## config.mk

```make
export PLATFORM = sky130hd
export DESIGN_NAME = top_of_book_emitter
export DESIGN_NICKNAME = d
export VERILOG_FILES = /design/src/rtl/tob_pkg.sv /design/src/rtl/rr_arbiter.sv /design/src/rtl/top_of_book_emitter.sv
export SDC_FILE = /design/constraint.sdc
export NUM_CORES = 1
export LEC_CHECK = 0
export CORE_MARGIN = 1.5
export CORE_UTILIZATION = 33
export CTS_BUF_LIST = sky130_fd_sc_hd__clkbuf_8
export DETAILED_ROUTE_END_ITERATION = 16
export HOLD_SLACK_MARGIN = 0.08
export PLACE_DENSITY = 0.48
export RECOVER_POWER = 50
export SYNTH_ARGS = -nofsm -noshare
export SYNTH_HDL_FRONTEND = slang
export SYNTH_SLANG_ARGS = --single-unit
```

## constraint.sdc

```tcl
create_clock -name i_clk -period 7.3 [get_ports i_clk]
set_input_delay 0.73 -clock i_clk [delete_from_list [all_inputs] [get_ports i_clk]]
set_output_delay 0.73 -clock i_clk [all_outputs]
set_load 0.02 [all_outputs]
```

## src/rtl/tob_pkg.sv

```systemverilog
`default_nettype none
// ============================================================================
// Module      : tob_pkg
// Description : Shared types for the top-of-book quote emitter: side encoding,
//               stock index and per-stock quote snapshot.
// Revision    : 1.0 - initial release
// ============================================================================
package tob_pkg;

    localparam int c_DATA_WIDTH = 32;
    localparam int c_NUM_STOCKS = 4;

    typedef enum logic {
        SIDE_BID = 1'b0,
        SIDE_ASK = 1'b1
    } side_e;

    typedef logic [$clog2(c_NUM_STOCKS)-1:0] stock_id_t;

    typedef struct packed {
        logic [c_DATA_WIDTH-1:0] ask;
        logic [c_DATA_WIDTH-1:0] bid;
    } quote_t;

endpackage : tob_pkg
`default_nettype wire

```

## src/rtl/rr_arbiter.sv

```systemverilog
`default_nettype none
// ============================================================================
// Module      : rr_arbiter
// Description : Combinational round-robin arbiter. Grants the first request
//               found searching upward from i_ptr, wrapping modulo N.
// Revision    : 1.0 - initial release
// ============================================================================
module rr_arbiter #(
    parameter int N = 4
) (
    input  logic [N-1:0]         i_req,
    input  logic [$clog2(N)-1:0] i_ptr,
    output logic [N-1:0]         o_grant,
    output logic [$clog2(N)-1:0] o_grant_idx,
    output logic                 o_any_grant
);

    localparam int c_IW = $clog2(N);

    int unsigned     w_idx;
    logic [c_IW-1:0] w_idx_n;
    logic            w_found;

    // Rotating priority search: first set request at or after the pointer wins.
    always_comb begin
        o_grant     = '0;
        o_grant_idx = '0;
        o_any_grant = 1'b0;
        w_found     = 1'b0;
        w_idx       = 0;
        w_idx_n     = '0;
        for (int i = 0; i < N; i++) begin
            w_idx = 32'(i_ptr) + 32'(i);
            if (w_idx >= 32'(N)) begin
                w_idx = w_idx - 32'(N);
            end
            w_idx_n = w_idx[c_IW-1:0];
            if (!w_found && i_req[w_idx_n]) begin
                w_found              = 1'b1;
                o_grant[w_idx_n]     = 1'b1;
                o_grant_idx          = w_idx_n;
            end
        end
        o_any_grant = w_found;
    end

endmodule : rr_arbiter
`default_nettype wire

```

## src/rtl/top_of_book_emitter.sv

```systemverilog
`default_nettype none
// ============================================================================
// Module      : top_of_book_emitter
// Description : Keeps a per-stock bid/ask snapshot from side updates and emits
//               coalesced quotes for two-sided, uncrossed stocks, one per cycle,
//               round-robin across stocks. Counts crossing events.
// Revision    : 1.0 - initial release
// ============================================================================
module top_of_book_emitter
    import tob_pkg::*;
#(
    parameter int DATA_WIDTH = 32,
    parameter int NUM_STOCKS = 4,
    parameter int CNT_WIDTH  = 16
) (
    input  logic                          i_clk,
    input  logic                          i_reset,
    input  logic                          i_valid,
    input  logic [$clog2(NUM_STOCKS)-1:0] i_stock_id,
    input  logic                          i_side,
    input  logic [DATA_WIDTH-1:0]         i_price,
    output logic [$clog2(NUM_STOCKS)-1:0] o_stock_id,
    output logic [DATA_WIDTH-1:0]         o_best_ask,
    output logic [DATA_WIDTH-1:0]         o_best_bid,
    output logic                          o_data_valid,
    output logic [CNT_WIDTH-1:0]          o_crossed_count
);

    localparam int                c_IW  = $clog2(NUM_STOCKS);
    localparam logic [c_IW:0]     c_NUM = NUM_STOCKS[c_IW:0];

    // Per-stock snapshot
    logic [DATA_WIDTH-1:0] r_ask [NUM_STOCKS];
    logic [DATA_WIDTH-1:0] r_bid [NUM_STOCKS];
    logic [NUM_STOCKS-1:0] r_ask_seen;
    logic [NUM_STOCKS-1:0] r_bid_seen;
    logic [NUM_STOCKS-1:0] r_dirty;
    logic [c_IW-1:0]       r_rr;

    // Registered outputs
    logic [c_IW-1:0]       r_out_id;
    logic [DATA_WIDTH-1:0] r_out_ask;
    logic [DATA_WIDTH-1:0] r_out_bid;
    logic                  r_out_valid;
    logic [CNT_WIDTH-1:0]  r_cross_cnt;

    logic [NUM_STOCKS-1:0] w_elig;
    logic [NUM_STOCKS-1:0] w_gnt_onehot;
    logic [c_IW-1:0]       w_gnt_idx;
    logic                  w_any_grant;

    side_e                 w_side;
    logic                  w_upd_ok;
    logic                  w_price_nz;
    logic [DATA_WIDTH-1:0] w_old_ask, w_old_bid, w_new_ask, w_new_bid;
    logic                  w_old_as, w_old_bs, w_new_as, w_new_bs;
    logic                  w_was_crossed, w_now_crossed, w_cross_evt;

    // A stock is eligible when it has fresh data and a valid, uncrossed book.
    for (genvar k = 0; k < NUM_STOCKS; k++) begin : g_elig
        assign w_elig[k] = r_dirty[k] & r_ask_seen[k] & r_bid_seen[k]
                         & (r_bid[k] < r_ask[k]);
    end

    rr_arbiter #(
        .N (NUM_STOCKS)
    ) u_arb (
        .i_req       (w_elig),
        .i_ptr       (r_rr),
        .o_grant     (w_gnt_onehot),
        .o_grant_idx (w_gnt_idx),
        .o_any_grant (w_any_grant)
    );

    assign w_side     = side_e'(i_side);
    assign w_upd_ok   = i_valid & ({1'b0, i_stock_id} < c_NUM);
    assign w_price_nz = (i_price != '0);

    // Book state of the addressed stock before and after this update, used to
    // detect a transition into a crossed/locked book.
    always_comb begin
        w_old_ask = r_ask[i_stock_id];
        w_old_bid = r_bid[i_stock_id];
        w_old_as  = r_ask_seen[i_stock_id];
        w_old_bs  = r_bid_seen[i_stock_id];
        w_new_ask = w_old_ask;
        w_new_bid = w_old_bid;
        w_new_as  = w_old_as;
        w_new_bs  = w_old_bs;
        if (w_side == SIDE_ASK) begin
            w_new_ask = i_price;
            w_new_as  = w_price_nz;
        end else begin
            w_new_bid = i_price;
            w_new_bs  = w_price_nz;
        end
        w_was_crossed = w_old_as & w_old_bs & (w_old_bid >= w_old_ask);
        w_now_crossed = w_new_as & w_new_bs & (w_new_bid >= w_new_ask);
        w_cross_evt   = w_upd_ok & ~w_was_crossed & w_now_crossed;
    end

    // Snapshot update; a same-cycle update re-sets dirty after the grant clears it.
    always_ff @(posedge i_clk) begin
        if (i_reset) begin
            for (int k = 0; k < NUM_STOCKS; k++) begin
                r_ask[k] <= '0;
                r_bid[k] <= '0;
            end
            r_ask_seen <= '0;
            r_bid_seen <= '0;
            r_dirty    <= '0;
        end else begin
            r_dirty <= r_dirty & ~w_gnt_onehot;
            if (w_upd_ok) begin
                if (w_side == SIDE_ASK) begin
                    r_ask[i_stock_id]      <= i_price;
                    r_ask_seen[i_stock_id] <= w_price_nz;
                end else begin
                    r_bid[i_stock_id]      <= i_price;
                    r_bid_seen[i_stock_id] <= w_price_nz;
                end
                r_dirty[i_stock_id] <= 1'b1;
            end
        end
    end

    // Quote output register, round-robin pointer and saturating cross counter.
    always_ff @(posedge i_clk) begin
        if (i_reset) begin
            r_out_id    <= '0;
            r_out_ask   <= '0;
            r_out_bid   <= '0;
            r_out_valid <= 1'b0;
            r_rr        <= '0;
            r_cross_cnt <= '0;
        end else begin
            r_out_valid <= w_any_grant;
            if (w_any_grant) begin
                r_out_id  <= w_gnt_idx;
                r_out_ask <= r_ask[w_gnt_idx];
                r_out_bid <= r_bid[w_gnt_idx];
                r_rr      <= ({1'b0, w_gnt_idx} == c_NUM - 1'b1) ? '0
                                                                 : w_gnt_idx + 1'b1;
            end
            if (w_cross_evt && (r_cross_cnt != '1)) begin
                r_cross_cnt <= r_cross_cnt + 1'b1;
            end
        end
    end

    assign o_stock_id      = r_out_id;
    assign o_best_ask      = r_out_ask;
    assign o_best_bid      = r_out_bid;
    assign o_data_valid    = r_out_valid;
    assign o_crossed_count = r_cross_cnt;

endmodule : top_of_book_emitter
`default_nettype wire

```

==> out/results.txt, run 1 <==
overall fraction of global-route tracks in use = 0.253
initial detailed-routing violation count = 1858
data arrival time of the critical path = 6.29 ns
die outline area = 0.0690 mm2
Sum Neg Setup Slack = 0 ns
initial antenna violation count = 4
clock sink total = 353
horizontal die dimension = 263 um
number of standard cells after synthesis = 2097
final hold vios = 0
Initial Util = 0.333
LEAKAGE = 10.7 nW
depth of the worst hold-timing path = 2
CP Max Fanout = 39
final WL = 87900 um
minimum setup slack among reg-to-reg paths = 1.85 ns
root cell of the clock tree = sky130_fd_sc_hd__clkbuf_8
most common library cell in the layout ignoring fill and taps = sky130_fd_sc_hd__edfxtp_1
die boundary height = 263 um
cell with the largest stage delay on the worst path = sky130_fd_sc_hd__clkbuf_1
end of the worst register-to-register path = o_best_ask[9]
Syn-to-layout area delta = 15.7%
total number of placement rows = 95
clock slew at the register clock pins of the worst setup and hold paths = 0.06 ns
I/O pin cnt = 121
number of H-tree levels = 3
final setup violation count = 0
fin nets = 2436
WS Path Type = in -> reg
TritonCTS clock tree = yes
source of the worst hold timing path = o_best_bid[7]
Critical Path Sink Type = register
HP Class = reg -> reg
Most used DFF post-synth = sky130_fd_sc_hd__edfxtp_1
FFs w/ async S/R, synth = 0
max_slew headroom = -1.12
core utilization of the finished layout = 0.385
maximum clock frequency = 174 MHz
yosys warns = 0
largest net degree at the start of global routing = 47
first drt pass iteration count = 6
Worst path top cell family by delay = buffers and inverters
end of the worst hold path = o_best_bid[7]
MaxCap Viol Count = 8
number of global-route vias before repair = 18581
synthesized flop and latch total = 353
power density over the cells = 203 mW/mm2
Final GP Congestion = 0.913
average footprint of a synthesized cell = 10.6 um2
Reg-to-Reg Start = r_bid[2][14]
CP Cell Sequence = buf_4, clkbuf_1, mux4_2, mux2_2, ha_1, a21o_1, a21o_1, a21o_1, a21o_1, a21o_1, a21oi_1, o21ai_0, a211oi_2, buf_4, nor3_1, mux2_1
Slowest Stage Delay on Critical Path = 1.43 ns
peak supply drop = 0.102 mV
area of the core = 0.0669 mm2
dominant cell type by count on the critical path = sky130_fd_sc_hd__a21o_1
post-CTS sizing = 0
half-perimeter wire length after placement = 58700 um
Remaining DRCs = 0
post-cts hold buffer count = 0
sum of buffers and inverters on the critical path = 3
fin crit period = 5.74 ns
required time reported for the critical path endpoint = 7.84 ns
worst-case setup slack after placement = 1.81 ns
detail-routed via count per cell = 5.79
post-detailed-route count of antenna-violating nets = 0
distinct cell type count after synthesis = 77
Port-buffer cells = 120
clk_lat worst skew = 0.67 ns
Congestion Overflow GR = 0
net count after synthesis = 2329
wire length of the first global-routing pass = 128000 um
outcome = complete, but fails checks
TritonCTS buffer count = 69
worst setup skew after layout = 0.0370 ns
kind of start point of the critical path = input pin
part of the Yosys area used for sequential elements = 0.432
Mapped Area = 0.0223 mm2
share of the cycle needed by the critical path after routing = 0.787
maximum buffer depth of the clock tree = 3
number of synthesized flops with an enable pin = 256
max-slew violations = 213
Post-CTS Setup Repair Bufs = 0
total number of vias = 18152
Least-Margin Pin Slew = 3.18 ns
failing checks = capacitance limit, slew limit
post-detailed-route wirelength per cell = 28.0 um
share of post-route cells with drive strength above 1 = 0.120
depth of the worst register-to-register path = 11
unrepaired setup endpoints after global routing = false
highest-count cells in the layout ignoring fill and taps = sky130_fd_sc_hd__edfxtp_1, sky130_fd_sc_hd__inv_1, sky130_fd_sc_hd__ha_1
final critical-path setup slack = 1.56 ns
cell usage after synthesis (22+ instances only):
cell type                  count  area [um2]
sky130_fd_sc_hd__o21ai_0      57         285
sky130_fd_sc_hd__edfxtp_1    256        7690
sky130_fd_sc_hd__nor2_1      128         480
sky130_fd_sc_hd__and2_1      126         788
sky130_fd_sc_hd__ha_1        194        2430
sky130_fd_sc_hd__o21bai_1     45         338
sky130_fd_sc_hd__a21o_1       37         278
sky130_fd_sc_hd__a21oi_1      84         420
sky130_fd_sc_hd__buf_2        22         110
sky130_fd_sc_hd__o221ai_1     45         394
sky130_fd_sc_hd__inv_1       208         781
sky130_fd_sc_hd__a211oi_1     80         601
sky130_fd_sc_hd__nand2_1     118         443
sky130_fd_sc_hd__nand4_1      26         163
sky130_fd_sc_hd__o22ai_1      27         169
sky130_fd_sc_hd__nor3_1       32         160
sky130_fd_sc_hd__dfxtp_1      97        1940
sky130_fd_sc_hd__clkbuf_1     85         319
sky130_fd_sc_hd__mux2i_1      66         661
sky130_fd_sc_hd__nand3_1      57         285
sky130_fd_sc_hd__mux2_2       35         394
sky130_fd_sc_hd__mux4_2       66        1490
power breakdown:
group	switching, mW	internal, mW	total [mW]
combinational	0.510	0.339	0.849
sequential	0.104	2.26	2.37
clock	0.933	1.09	2.02
total	1.55	3.69	5.24
registers in the layout (all words and copies together), names as in the netlist, 2 cells and up:
| register | count |
|---|---|
| r_rr | 2 |
| r_dirty | 4 |
| o_stock_id | 2 |
| o_crossed_count | 16 |
| r_bid_seen | 4 |
| o_best_ask | 32 |
| r_ask_seen | 4 |
| r_ask | 128 |
| r_bid | 128 |
| o_best_bid | 32 |
layout make-up:
cell class / instances / area [um2]
Fill cell: 6597 / 41100
Multi-Input combinational cell: 1409 / 11400
Inverter: 209 / 786
Clock inverter: 50 / 288
Clock buffer: 78 / 1070
Timing Repair Buffer: 162 / 1490
Antenna cell: 3 / 7.51
Tap cell: 873 / 1090
Sequential cell: 353 / 9630
worst max path at each step:
stage / endpoint / start / cells past startpoint
2_1_floorplan: o_crossed_count[11] / i_stock_id[0] / 16
3_3_place_gp: o_crossed_count[9] / i_stock_id[0] / 14
3_5_place_dp: o_best_bid[15] / r_bid[2][14] / 11
4_1_cts: o_best_ask[9] / r_bid[2][14] / 11
5_1_grt: o_crossed_count[11] / i_stock_id[1] / 16
6_report: o_crossed_count[11] / i_stock_id[1] / 16
worst min-delay path: cells and delay by family (launching register included):
family / cells / cell delay, ns
compound gates: 1 / 0.06
simple gates: 1 / 0.05
flops: 1 / 0.33
logic make-up after synthesis:
logic type,count (synthesis),share of synthesized area
simple gates,590,0.137
fa+ha+maj,194,0.109
mux,171,0.116
compound gates,454,0.145
flops,353,0.432
buf+inv,335,0.0601
metal layers:
metal	GRT usage	share of wire
met3	0.0420	0.069
met2	0.423	0.48
met5	0	0.00019
met1	0.333	0.42
met4	0.0814	0.028
metrics by stage:
stage / total power, mW / std cells / hold slack (ns) / instance area (um2)
finish: 5.24 / 3137 / 0.482 / 25800
global route: 5.45 / 3137 / 0.510 / 25800
CTS: 5.27 / 3134 / 0.487 / 25800
detailed placement: 3.24 / 3006 / 0.460 / 24500
global placement: 3.24 / 3006 / 0.475 / 24500
floorplan: 2.89 / 2097 / 0.455 / 22300
Note: power is estimated with default switching activity, not from simulation.
==> inputs of run 2 (changes only) <==
--- a/config.mk
+++ b/config.mk
@@ -10,7 +10,7 @@
 export CTS_BUF_LIST = sky130_fd_sc_hd__clkbuf_8
 export DETAILED_ROUTE_END_ITERATION = 16
 export HOLD_SLACK_MARGIN = 0.08
-export PLACE_DENSITY = 0.48
+export PLACE_DENSITY = 0.5
 export RECOVER_POWER = 50
 export SYNTH_ARGS = -nofsm -noshare
 export SYNTH_HDL_FRONTEND = slang
==> constraint.sdc (replaced) <==
create_clock -name i_clk -period 5 [get_ports i_clk]
set_input_delay 0.5 -clock i_clk [delete_from_list [all_inputs] [get_ports i_clk]]
set_output_delay 0.5 -clock i_clk [all_outputs]
set_load 0.02 [all_outputs]
==> run 2 against run 1 <==
  * Count of clock-buffer cells in the layout rose by 4
  * Core utilization is 0.65 points higher
  * Non-clock buffer count rose by 43
  * Via count grew 1.7%
  * Global-route usage shrank 0.057 points
  * Hold slack worse by 0.18 ns
  * Cell count rose by 1.5%
  * Flip-flop and latch count unchanged
  * Sequential share of layout area decreased by 0.62 points
  * Total power rose by 47%
  * Clock skew grew 0.0096 ns
  * Wire length shrank 0.38%
  * The run ends with capacitance limit, slew limit, setup timing left
==> out/results.txt, run 2 (synthesis gave the netlist of run 1 again) <==
total number of placement rows = 95
I/O pin cnt = 121
die outline area = 0.0690 mm2
final hold vios = 0
overall fraction of global-route tracks in use = 0.252
required time reported for the critical path endpoint = 5.54 ns
minimum hold slack = 0.301 ns
wire length of the first global-routing pass = 128000 um
end of the worst hold path = r_dirty[3]
most common library cell in the layout ignoring fill and taps = sky130_fd_sc_hd__edfxtp_1
part of the power in combinational logic = 0.164
root cell of the clock tree = sky130_fd_sc_hd__clkbuf_8
initial antenna violation count = 1
max-slew violations = 258
peak supply drop = 0.162 mV
WS Path Type = reg -> reg
number of H-tree levels = 3
kind of start point of the critical path = register
initial detailed-routing violation count = 1601
post-detailed-route wirelength per cell = 27.5 um
end of the worst register-to-register path = o_best_bid[20]
final setup violation count = 5
largest net degree at the start of global routing = 47
Post-CTS Setup Repair Bufs = 0
Critical Path Start = r_bid[0][14]
half-perimeter wire length after placement = 60800 um
Syn-to-layout area delta = 17.7%
share of the cycle needed by the critical path after routing = 1.02
outcome = complete, but fails checks
number of fillers in the final layout = 6600
die boundary height = 263 um
power density over the cells = 294 mW/mm2
Slowest Stage Delay on Critical Path = 1.22 ns
clk_lat worst skew = 0.68 ns
depth of the worst register-to-register path = 13
Least-Margin Pin Slew = 2.47 ns
Initial Util = 0.333
post-cts hold buffer count = 0
first drt pass iteration count = 5
post-CTS sizing = 0
number of global-route vias before repair = 18940
minimum setup slack among reg-to-reg paths = -0.08 ns
Critical Path Sink Type = register
highest-count cells in the layout ignoring fill and taps = sky130_fd_sc_hd__edfxtp_1, sky130_fd_sc_hd__inv_1, sky130_fd_sc_hd__ha_1
detail-routed via count per cell = 5.80
source of the worst hold timing path = i_stock_id[1]
MaxCap Viol Count = 12
switching part of the total power = 0.295
Final GP Congestion = 0.941
Remaining DRCs = 0
sequential fraction of design power = 0.451
cell with the largest stage delay on the worst path = sky130_fd_sc_hd__a2111oi_0
max_slew headroom = -0.647
area of the multi-input gates = 0.0113 mm2
part of the power in the clock network = 0.385
clock sink total = 353
unrepaired setup endpoints after global routing = false
failing checks = capacitance limit, slew limit, setup timing
final WL = 87500 um
area of the core = 0.0669 mm2
CP Cell Sequence = ha_1, and4_1, nand2_1, a2111oi_0, o41a_1, o22ai_2, or2_0, a21oi_4, nor2_4, clkinv_2, buf_4, mux2i_1, o221ai_1
cell count after placement = 3049
TritonCTS clock tree = yes
fin crit period = 5.08 ns
worst setup skew after layout = 0.0466 ns
fin nets = 2480
LEAKAGE = 10.9 nW
total number of vias = 18452
net switching power = 2.27 mW
Internal Power = 5.42 mW
horizontal die dimension = 263 um
Layout Cells excl Fill = 3183
Congestion Overflow GR = 0
share of post-route cells with drive strength above 1 = 0.134
HP Class = in -> reg
data arrival time of the critical path = 5.62 ns
CP Max Fanout = 22
maximum buffer depth of the clock tree = 3
TritonCTS buffer count = 70
combined flip-flop and latch cell area = 0.00963 mm2
depth of the worst hold-timing path = 3
Port-buffer cells = 120
Reg-to-Reg Start = r_bid[0][14]
post-detailed-route count of antenna-violating nets = 0
maximum clock frequency = 197 MHz
clock slew at the register clock pins of the worst setup and hold paths = 0.06 ns
final critical-path setup slack = -0.0783 ns
top flop regs = r_ask (128), r_bid (128)
run 2: changes by cell type in the layout (fill, tap and decap cells not counted), sizes merged:
| cell | change |
|---|---|
| buf | +39 |
| clkinv | -9 |
| clkbuf | +8 |
| clkdlybuf4s50 | +7 |
| dlygate4sd3 | -7 |
| inv | +7 |
| bufinv | -1 |
| clkinvlp | +1 |
| diode | +1 |
run 2: critical path, delay by kind of cell (launching register included):
family | cells | cell delay [ns]
simple gates | 4 | 0.97
buf+inv | 2 | 0.47
flops | 1 | 0.45
mux | 1 | 0.31
compound gates | 5 | 2.36
fa+ha+maj | 1 | 0.37
run 2: stage by stage:
stage	area (um2)	utilization	TNS, ns	setup slack (ns)	total power, mW
final	26200	0.392	-0.162	-0.0783	7.69
after global routing	26200	0.392	0	0.0281	8.00
after CTS	26400	0.394	0	0.0769	7.74
after detailed placement	25000	0.373	0	0.105	4.77
after global placement	25000	0.373	0	0.0854	4.76
after floorplan	22300	-	0	0.174	4.22
run 2: power by group through the flow:
stage               clock [mW]  combinational, mW  sequential (mW)
floorplan                    0              0.775             3.44
global placement             0               1.25             3.52
detailed placement           0               1.26             3.51
CTS                       3.02               1.27             3.46
global route              3.15               1.38             3.48
finish                    2.96               1.26             3.47
run 2: worst max path at each step:
stage / to / depth (start not counted)
6_report: o_best_bid[20] / 13
5_1_grt: o_best_bid[26] / 13
4_1_cts: o_best_bid[26] / 13
3_5_place_dp: o_best_bid[26] / 13
3_3_place_gp: o_best_bid[20] / 13
2_1_floorplan: o_crossed_count[11] / 16
run 2: metal layers:
metal | track usage | wire [um]
met2 | 0.413 | 40500
met3 | 0.0426 | 6840
met4 | 0.111 | 3570
met1 | 0.328 | 36600
met5 | 0 | 0
run 2: final cells by class:
class | instances | area share
diodes | 4 | 0.000382
clock buffers | 82 | 0.0431
clock inverters | 48 | 0.00974
inverters | 209 | 0.0300
multi-input cells | 1409 | 0.433
flip-flops and latches | 353 | 0.367
well taps | 873 | 0.0417
repair buffers | 205 | 0.0749
==> inputs of run 3 (changes only) <==
--- a/config.mk
+++ b/config.mk
@@ -9,9 +9,11 @@
 export CORE_UTILIZATION = 33
 export CTS_BUF_LIST = sky130_fd_sc_hd__clkbuf_8
 export DETAILED_ROUTE_END_ITERATION = 16
+export GPL_ROUTABILITY_DRIVEN = 0
 export HOLD_SLACK_MARGIN = 0.08
 export PLACE_DENSITY = 0.5
 export RECOVER_POWER = 50
+export SLEW_MARGIN = 20
 export SYNTH_ARGS = -nofsm -noshare
 export SYNTH_HDL_FRONTEND = slang
 export SYNTH_SLANG_ARGS = --single-unit
==> constraint.sdc (replaced) <==
create_clock -name i_clk -period 5 [get_ports i_clk]
set_input_delay 1 -clock i_clk [delete_from_list [all_inputs] [get_ports i_clk]]
set_output_delay 1 -clock i_clk [all_outputs]
set_load 0.02 [all_outputs]
==> run 3 against run 2 <==
  * The flow finishes with violations (capacitance limit, slew limit)
  * Design area increased by 0.47%
  * Sequential share of layout area decreased by 0.17 points
  * Non-clock buffer count increased by 12
  * Setup slack improved by 0.26 ns
  * Critical path type unchanged
  * Critical endpoint is now o_best_bid[13]
==> out/results.txt, run 3 (synthesis gave the netlist of run 1 again) <==
Least-Margin Pin Slew = 3.07 ns
total number of vias = 18688
end of the worst register-to-register path = o_best_bid[13]
clock sink total = 353
combined flip-flop and latch cell area = 0.00963 mm2
TritonCTS buffer count = 69
CP Max Fanout = 49
number of fillers in the final layout = 6543
peak supply drop = 0.196 mV
most common library cell in the layout ignoring fill and taps = sky130_fd_sc_hd__edfxtp_1
final WL = 87400 um
wire length of the first global-routing pass = 127000 um
kind of start point of the critical path = register
total number of cells along the worst setup path = 14
number of global-route vias before repair = 18848
TritonCTS clock tree = yes
first drt pass iteration count = 6
Remaining DRCs = 0
failing checks = capacitance limit, slew limit
fin nets = 2491
Port-buffer cells = 120
HP Class = reg -> reg
number of H-tree levels = 3
MaxCap Viol Count = 8
outcome = complete, but fails checks
post-detailed-route count of antenna-violating nets = 0
post-detailed-route wirelength per cell = 27.4 um
share of post-route cells with drive strength above 1 = 0.138
worst setup skew after layout = 0.0448 ns
Reg-to-Reg Start = r_bid[2][14]
Critical Path Start = r_bid[2][14]
fin crit period = 4.81 ns
minimum setup slack among reg-to-reg paths = 0.19 ns
I/O pin cnt = 121
core utilization of the finished layout = 0.393
die outline area = 0.0690 mm2
sum of buffers and inverters on the critical path = 3
clock slew at the register clock pins of the worst setup and hold paths = 0.06 ns
area of the multi-input gates = 0.0114 mm2
horizontal die dimension = 263 um
LEAKAGE = 10.8 nW
Congestion Overflow GR = 0
maximum clock frequency = 208 MHz
Slowest Stage Delay on Critical Path = 0.84 ns
post-CTS sizing = 0
half-perimeter wire length after placement = 61400 um
post-cts hold buffer count = 0
unrepaired setup endpoints after global routing = false
total number of placement rows = 95
overall fraction of global-route tracks in use = 0.251
highest-count cells in the layout ignoring fill and taps = sky130_fd_sc_hd__edfxtp_1, sky130_fd_sc_hd__inv_1, sky130_fd_sc_hd__ha_1
final hold vios = 0
Initial Util = 0.333
initial antenna violation count = 7
initial detailed-routing violation count = 1618
Worst path top cell family by delay = compound AO/OA/AOI/OAI gates
Sum Neg Setup Slack = 0 ns
CP Cell Sequence = ha_1, and4_1, nand2_1, a2111oi_0, buf_4, o41a_1, o22ai_2, or2_0, a21oi_4, nor2_4, clkinv_2, buf_12, mux2i_1, a211oi_1
clk_lat worst skew = 0.67 ns
max-slew violations = 153
Syn-to-layout area delta = 18.3%
area of the core = 0.0669 mm2
cell with the largest stage delay on the worst path = sky130_fd_sc_hd__a2111oi_0
data arrival time of the critical path = 5.32 ns
share of the cycle needed by the critical path after routing = 0.963
Post-CTS Setup Repair Bufs = 0
PnR Total Power = 7.71 mW
largest net degree at the start of global routing = 58
top flop regs = r_ask (128), r_bid (128)
Critical Path Sink Type = register
power density over the cells = 293 mW/mm2
root cell of the clock tree = sky130_fd_sc_hd__clkbuf_8
WS Path Type = reg -> reg
final setup violation count = 0
depth of the worst register-to-register path = 14
max_slew headroom = -1.05
die boundary height = 263 um
critical path endpoint = o_best_bid[13]
maximum buffer depth of the clock tree = 3
required time reported for the critical path endpoint = 5.51 ns
detail-routed via count per cell = 5.86
## run 3: changes by cell type in the layout (fill, tap and decap cells not counted), sizes merged
cell	previous run	this run
buf	77	84
clkinv	12	20
inv	241	232
bufinv	2	4
dlygate4sd3	77	29
clkdlybuf4s50	39	87
## run 3: tightest hold or removal path: cells and delay by family (launching register included)
kind / cells / cell delay [ns]
flops: 1 / 0.33
compound gates: 1 / 0.06
simple gates: 1 / 0.05
## run 3: routing by layer
metal / GRT usage / share of wire
met5: 0 / 0.00022
met4: 0.0976 / 0.039
met1: 0.325 / 0.42
met3: 0.0489 / 0.077
met2: 0.413 / 0.47
## run 3: report_power, final
part	switching (mW)	internal, mW
Clock	1.36	1.62
Sequential	0.165	3.30
Combinational	0.738	0.521
## run 3: final cells by class
cell class,instances,area share
multi-input combinational,1409,0.431
sequential,353,0.366
timing repair buffer,217,0.0792
tap,873,0.0415
clock buffer,77,0.0402
inverter,209,0.0298
clock inverter,49,0.0121
antenna,4,0.000380
## run 3: worst min-delay path by stage
stage / end / slack [ns] / cells past startpoint / from
after global placement: r_bid_seen[1] / 0.48 / 2 / r_bid_seen[1]
after CTS: r_bid_seen[2] / 0.49 / 2 / r_bid_seen[2]
after floorplan: r_ask_seen[1] / 0.46 / 2 / r_ask_seen[1]
after global routing: r_bid_seen[2] / 0.51 / 2 / r_bid_seen[2]
after detailed placement: o_best_ask[10] / 0.47 / 2 / o_best_ask[10]
final: o_best_bid[3] / 0.48 / 2 / o_best_bid[3]
## run 3: per-stage QoR
| stage | hold WS, ns | setup WS, ns | std cells | cell area, um2 |
|---|---|---|---|---|
| floorplan | 0.455 | 0.0183 | 2097 | 22300 |
| global placement | 0.479 | 0.0650 | 3061 | 25100 |
| detailed placement | 0.470 | 0.0165 | 3061 | 25100 |
| CTS | 0.489 | 0.251 | 3187 | 26500 |
| global route | 0.514 | 0.0563 | 3189 | 26300 |
| finish | 0.482 | 0.185 | 3191 | 26300 |
